`config.mk`:
```
export PLATFORM = sky130hd
export DESIGN_NAME = decode_stage
export DESIGN_NICKNAME = d
export VERILOG_FILES = /design/src/rtl/decode_stage.sv
export SDC_FILE = /design/constraint.sdc
export NUM_CORES = 1
export LEC_CHECK = 0
export BUFFER_PORTS_ARGS = -buffer_cell sky130_fd_sc_hd__buf_2
export CORE_MARGIN = 2
export CORE_UTILIZATION = 45
export DETAILED_ROUTE_END_ITERATION = 12
export PLACE_DENSITY = 0.67
export SYNTH_ARGS = -nofsm -noshare
export SYNTH_HDL_FRONTEND = slang
export SYNTH_SLANG_ARGS = --single-unit
```
`constraint.sdc`:
```
create_clock -name clk -period 7.2 [get_ports clk]
set_clock_uncertainty 0.2 [all_clocks]
set_input_delay 0.72 -clock clk [delete_from_list [all_inputs] [get_ports clk]]
set_output_delay 0.72 -clock clk [all_outputs]
set_load 0.05 [all_outputs]
```
`src/rtl/decode_stage.sv`:
```
// RV32I decode stage: decodes each accepted instruction and holds it in a 2-entry skid buffer (M, S).
// Build option: define DECODE_RV32M_EN to accept RV32M (funct7=0000001) ops on the OP opcode.
module decode_stage #(
   parameter int PC_W  = 32,
   parameter int IMM_W = 32
) (
   input  logic             clk,
   input  logic             rst,
   input  logic             flush,
   input  logic             in_valid,
   output logic             in_ready,
   input  logic [31:0]      in_instr,
   input  logic [PC_W-1:0]  in_pc,
   output logic             out_valid,
   input  logic             out_ready,
   output logic [PC_W-1:0]  out_pc,
   output logic [4:0]       rs1,
   output logic [4:0]       rs2,
   output logic [4:0]       rd,
   output logic [IMM_W-1:0] imm,
   output logic [2:0]       funct3,
   output logic [3:0]       alu_op,
   output logic             mul_op,
   output logic             alu_src_b,
   output logic             wreg,
   output logic [1:0]       wreg_src,
   output logic             pc_src,
   output logic             jalr,
   output logic             btype,
   output logic             store,
   output logic             load,
   output logic             illegal
);
   localparam logic [6:0] OPC_LUI = 7'b0110111, OPC_AUIPC = 7'b0010111, OPC_JAL = 7'b1101111,
                          OPC_JALR = 7'b1100111, OPC_BR = 7'b1100011, OPC_LOAD = 7'b0000011,
                          OPC_STORE = 7'b0100011, OPC_OPIMM = 7'b0010011, OPC_OP = 7'b0110011;

   typedef struct packed {
      logic [PC_W-1:0]  pc;
      logic [4:0]       rs1, rs2, rd;
      logic [IMM_W-1:0] imm;
      logic [2:0]       funct3;
      logic [3:0]       alu_op;
      logic             mul_op, alu_src_b, wreg;
      logic [1:0]       wreg_src;
      logic             pc_src, jalr, btype, store, load, illegal;
   } dec_t;

   dec_t        dec, m_q, s_q;
   logic        m_vld, s_vld, ill;
   logic [6:0]  opc, f7;
   logic [2:0]  f3;
   logic [31:0] imm_i, imm_s, imm_b, imm_j, imm_u;

   assign opc   = in_instr[6:0];
   assign f3    = in_instr[14:12];
   assign f7    = in_instr[31:25];
   assign imm_i = {{20{in_instr[31]}}, in_instr[31:20]};
   assign imm_s = {{20{in_instr[31]}}, in_instr[31:25], in_instr[11:7]};
   assign imm_b = {{19{in_instr[31]}}, in_instr[31], in_instr[7], in_instr[30:25], in_instr[11:8], 1'b0};
   assign imm_j = {{11{in_instr[31]}}, in_instr[31], in_instr[19:12], in_instr[20], in_instr[30:21], 1'b0};
   assign imm_u = {in_instr[31:12], 12'b0};

   always_comb begin
      dec          = '0;
      ill          = 1'b0;
      dec.pc       = in_pc;
      dec.rs1      = in_instr[19:15];
      dec.rs2      = in_instr[24:20];
      dec.rd       = in_instr[11:7];
      dec.funct3   = f3;
      dec.wreg_src = 2'd3;
      case (opc)
         OPC_LUI:   begin dec.imm = IMM_W'($signed(imm_u)); dec.wreg = 1'b1; dec.wreg_src = 2'd0; end
         OPC_AUIPC: begin dec.imm = IMM_W'($signed(imm_u)); dec.wreg = 1'b1; dec.wreg_src = 2'd1; end
         OPC_JAL: begin
            dec.imm = IMM_W'($signed(imm_j)); dec.wreg = 1'b1; dec.wreg_src = 2'd2; dec.pc_src = 1'b1;
         end
         OPC_JALR: begin
            dec.imm = IMM_W'($signed(imm_i)); dec.wreg = 1'b1; dec.wreg_src = 2'd2;
            dec.pc_src = 1'b1; dec.jalr = 1'b1;
            ill = (f3 != 3'b000);
         end
         OPC_BR: begin
            dec.imm = IMM_W'($signed(imm_b)); dec.btype = 1'b1;
            ill = (f3 == 3'b010) || (f3 == 3'b011);
         end
         OPC_LOAD: begin
            dec.imm = IMM_W'($signed(imm_i)); dec.wreg = 1'b1; dec.load = 1'b1; dec.alu_src_b = 1'b1;
            ill = (f3 == 3'b011) || (f3 == 3'b110) || (f3 == 3'b111);
         end
         OPC_STORE: begin
            dec.imm = IMM_W'($signed(imm_s)); dec.store = 1'b1; dec.alu_src_b = 1'b1;
            ill = (f3 > 3'b010);
         end
         OPC_OPIMM: begin
            dec.imm = IMM_W'($signed(imm_i)); dec.wreg = 1'b1; dec.alu_src_b = 1'b1;
            dec.alu_op = (f3 == 3'b101) ? {in_instr[30], f3} : {1'b0, f3};
            // shift amounts live in imm[4:0]; the upper bits are funct7 and must be a known encoding
            if (f3 == 3'b001) ill = (f7 != 7'b0000000);
            if (f3 == 3'b101) ill = (f7 != 7'b0000000) && (f7 != 7'b0100000);
         end
         OPC_OP: begin
            dec.wreg   = 1'b1;
            dec.alu_op = {in_instr[30], f3};
            case (f7)
               7'b0000000: ;
               7'b0100000: ill = (f3 != 3'b000) && (f3 != 3'b101);
`ifdef DECODE_RV32M_EN
               7'b0000001: begin dec.mul_op = 1'b1; dec.alu_op = {1'b0, f3}; end
`endif
               default:    ill = 1'b1;
            endcase
         end
         default: ill = 1'b1;
      endcase
      if (in_instr[1:0] != 2'b11) ill = 1'b1;
      dec.illegal = ill;
      if (ill) begin
         dec.wreg = 1'b0; dec.store = 1'b0; dec.load = 1'b0;
         dec.pc_src = 1'b0; dec.jalr = 1'b0; dec.btype = 1'b0;
      end
   end

   // M feeds the outputs; S only fills when M is stalled, so in_ready is simply !S.valid
   always_ff @(posedge clk or posedge rst) begin
      if (rst) begin
         m_vld <= 1'b0; s_vld <= 1'b0;
         m_q   <= '0;   s_q   <= '0;
      end else if (flush) begin
         m_vld <= 1'b0; s_vld <= 1'b0;
      end else if (!m_vld || out_ready) begin
         if (s_vld) begin
            m_q <= s_q; m_vld <= 1'b1; s_vld <= 1'b0;
         end else if (in_valid) begin
            m_q <= dec; m_vld <= 1'b1;
         end else begin
            m_vld <= 1'b0;
         end
      end else if (in_valid && !s_vld) begin
         s_q <= dec; s_vld <= 1'b1;
      end
   end

   assign in_ready  = !s_vld;
   assign out_valid = m_vld;
   assign out_pc    = m_q.pc;
   assign rs1       = m_q.rs1;
   assign rs2       = m_q.rs2;
   assign rd        = m_q.rd;
   assign imm       = m_q.imm;
   assign funct3    = m_q.funct3;
   assign alu_op    = m_q.alu_op;
   assign mul_op    = m_q.mul_op;
   assign alu_src_b = m_q.alu_src_b;
   assign wreg      = m_q.wreg;
   assign wreg_src  = m_q.wreg_src;
   assign pc_src    = m_q.pc_src;
   assign jalr      = m_q.jalr;
   assign btype     = m_q.btype;
   assign store     = m_q.store;
   assign load      = m_q.load;
   assign illegal   = m_q.illegal;
endmodule
```
==> run metrics <==
status finished clean; sequential-to-total area share from yosys stat 0.5615; main combinational cell family by area after synthesis compound AO/OA/AOI/OAI gates; Initial Util 0.4607; Top Ports 168; gr ovfl total 0; Avg Cell Area, Syn 10.75 um2; Worst-Margin Slew 991.2 ps; RSZ-0062 raised after global routing false; largest net degree at the start of global routing 121; Post-synth EDFFs 0; worst skew pair latency 430 ps; worst setup margin 4047 ps; Layout area overhead 17.24%; leading area contributor after synthesis dfrtp_1; GPL Wtd Cong 0.8030; fin area 10140 um2; Longest Clk Path Bufs 2; cts hold-fix bufs 0; via count 6343; fmax 317.2 MHz; Port Buffers 166; Post-Synth Simple-Gate Area 0.1122; clock sink count 194; core area 18770 um2; drt pass-1 iters 4; vias in the first global route 6093; Final Hold Fails 0; Final nets 1001; Area contributors post-synth dfrtp_1 56%, mux2_2 8.3%, o21ai_0 7.0%, nand2_1 5.9%, mux2i_1 5.8%; CTS tree yes; Placed Area 9570 um2; VDD IR max 147.4 uV; Worst Path Max Fanout 82; max-slew violations 0; H-tree depth 4; CTS resizes 0; post-synth top area share 0.5615; crit path DAT 3260 ps; endpoint type of the worst setup path register; Synth Net Count 873; share of post-route cells with drive strength above 1 0.2974; number of CTS-inserted buffers 17; Min-Delay Path Class in2async; Tmin final 3153 ps; DRT antenna net count 0; HPWL Detailed 12980 um; headroom to the max-slew limit 0.3392; Seq cells post-synth 194; Yosys warning count 0; CP max stage cell dfrtp_4; worst stage delay on the critical path 820 ps; post-synthesis async set-or-reset flop share 1.000; Gate Count Post-Synth 804; Cell Rows 50; routed len/inst 17.05 um; Total GRT Usage 0.2029; crit path kind reg2reg; area share of fa/ha/maj cells after synthesis 0; Placement Setup Slack 4042 ps; total die area 20340 um2; Critical Path, Cell by Cell nor2_1 > nand3_4 > buf_4 > mux2_2; CP startpoint kind register; period utilisation layout 0.4379; Post-synth top flop dfrtp_1; first-pass GRT wire length 32440 um; pwr/cell area 272.6 nW/um2; total wire length 20130 um; die height 142.6 um; Syn Std Cell Area 8646 um2; chip width 142.6 um; vias per cell 5.371; CTS clock-pin slew for the worst setup and hold paths 70 ps; post-synthesis xor/xnor area fraction 0.001013; Setup TNS 0 ps; Post-CTS Setup Bufs 0; initial antenna violation count 3; drt initial violations 398; Setup-failing EPs final 0; Cell variety after synth 59; multiplexer share of the synthesized area 0.1412; Crit path required time 7310 ps; Root Buffer clkbuf_16; DRC viols 0; Max-Cap Viols 0; Synth Area in Compound Gates 0.1507; Hold Worst Slack 248.3 ps; leakage power 0.004661 uW
critical path, delay by kind of cell (launching register included):
family                 cells  cell delay (ps)
buffers and inverters      1              770
DFF                        1              820
and+or+nand+nor            2              740
muxes                      1              410
stage by stage:
stage | instances | total power, uW | utilization
6_report | 1181 | 2763 | 0.5401
2_1_floorplan | 804 | 1732 | -
3_5_place_dp | 1147 | 1880 | 0.5099
4_1_cts | 1179 | 2796 | 0.5398
5_1_grt | 1179 | 2893 | 0.5398
3_3_place_gp | 1147 | 1867 | 0.5099
power by group:
part | internal, uW | total [uW] | switching [uW] | leakage (uW)
registers | 1230 | 1310 | 72.4 | 0.00250
clock network | 486 | 910 | 424 | 0.000272
logic | 162 | 547 | 385 | 0.00189
path summary, 6_finish.rpt:
kind	depth (start not counted)	endpoint	startpoint	slack [ps]
setup / recovery	4	s_q[82]	s_vld	4050
hold / removal	2	rd[4]	rst	250
setup reg to reg	4	s_q[82]	s_vld	4050
hold reg to reg	2	out_pc[16]	out_pc[16]	270
max in group asynchronous	3	s_q[3]	rst	5010
min in group clk	2	out_pc[16]	out_pc[16]	270
cell usage in the layout, fill, tap and decap left out, types with 2 or more instances in the layout:
cell and count:
mux2i_1 50, mux2_2 64, nor2b_1 3, clkinv_4 4
inv_8 2, o211ai_1 8, nor3_1 4, diode_2 2
inv_1 3, a21oi_1 32, or3_1 2, dfrtp_1 193
o31ai_1 6, clkbuf_16 17, a31oi_1 2, inv_6 4
and3_1 16, a22oi_1 15, a21o_1 3, buf_4 5
nand4b_1 2, o21ai_1 7, o21ai_0 121, and2_1 5
nand3_1 5, nand2b_1 5, nand2_1 135, nor2_1 14
buf_2 166, o21a_1 10, a211oi_1 3, clkbuf_1 3
kinds of logic (layout without fill, tap and decap cells):
kind of cell | Yosys count | after routing
AO/OA/AOI/OAI | 218 | 218
multiplexers | 114 | 114
buffers and inverters | 66 | 207
flip-flops | 194 | 194
XOR/XNOR | 1 | 1
other | 1 | 3
AND/OR/NAND/NOR | 210 | 210
routing by layer:
layer / routed length (um) / part of all wire / GRT usage / up-vias
met4: 199 / 0.0099 / 0.05003 / 4
met3: 1390 / 0.069 / 0.06875 / 17
met1: 9498 / 0.47 / 0.2826 / 3063
li1: - / - / - / 3091
met5: 27 / 0.0013 / 0 / -
met2: 9015 / 0.45 / 0.3074 / 168
layout make-up:
| type | count | area (um2) |
|---|---|---|
| clock inverter | 12 | 123.9 |
| fill | 1731 | 8632 |
| multi-input combinational | 544 | 3528 |
| timing repair buffer | 171 | 868.3 |
| sequential | 194 | 4858 |
| tap | 234 | 292.8 |
| inverter | 4 | 22.52 |
| antenna | 2 | 5.005 |
| clock buffer | 20 | 436.7 |
synthesized netlist by cell type, types with 2 or more instances:
library cell and number:
nor3_1 5, a21oi_1 32, a31oi_1 2, o21ai_0 121
nand4b_1 2, buf_2 11, nor2b_1 3, clkbuf_1 39
mux2i_1 50, and3_1 16, inv_1 4, o211ai_1 8
nand2b_1 5, or3_1 3, o21a_1 10, buf_4 4
buf_1 6, a211oi_1 3, o31ai_1 6, dfrtp_1 194
o21ai_1 7, nand2_1 135, nand3_1 6, nor2_1 14
a22oi_1 15, a21o_1 3, mux2_2 64, and2_1 5
registers in the layout (all words and copies together), names as in the netlist, 2 cells and up:
register and flops:
s_q 96, imm 32, out_pc 32, rd 5, rs1 5, rs2 5
alu_op 4, funct3 3, wreg_src 2
(Power assumes the default switching activity.)
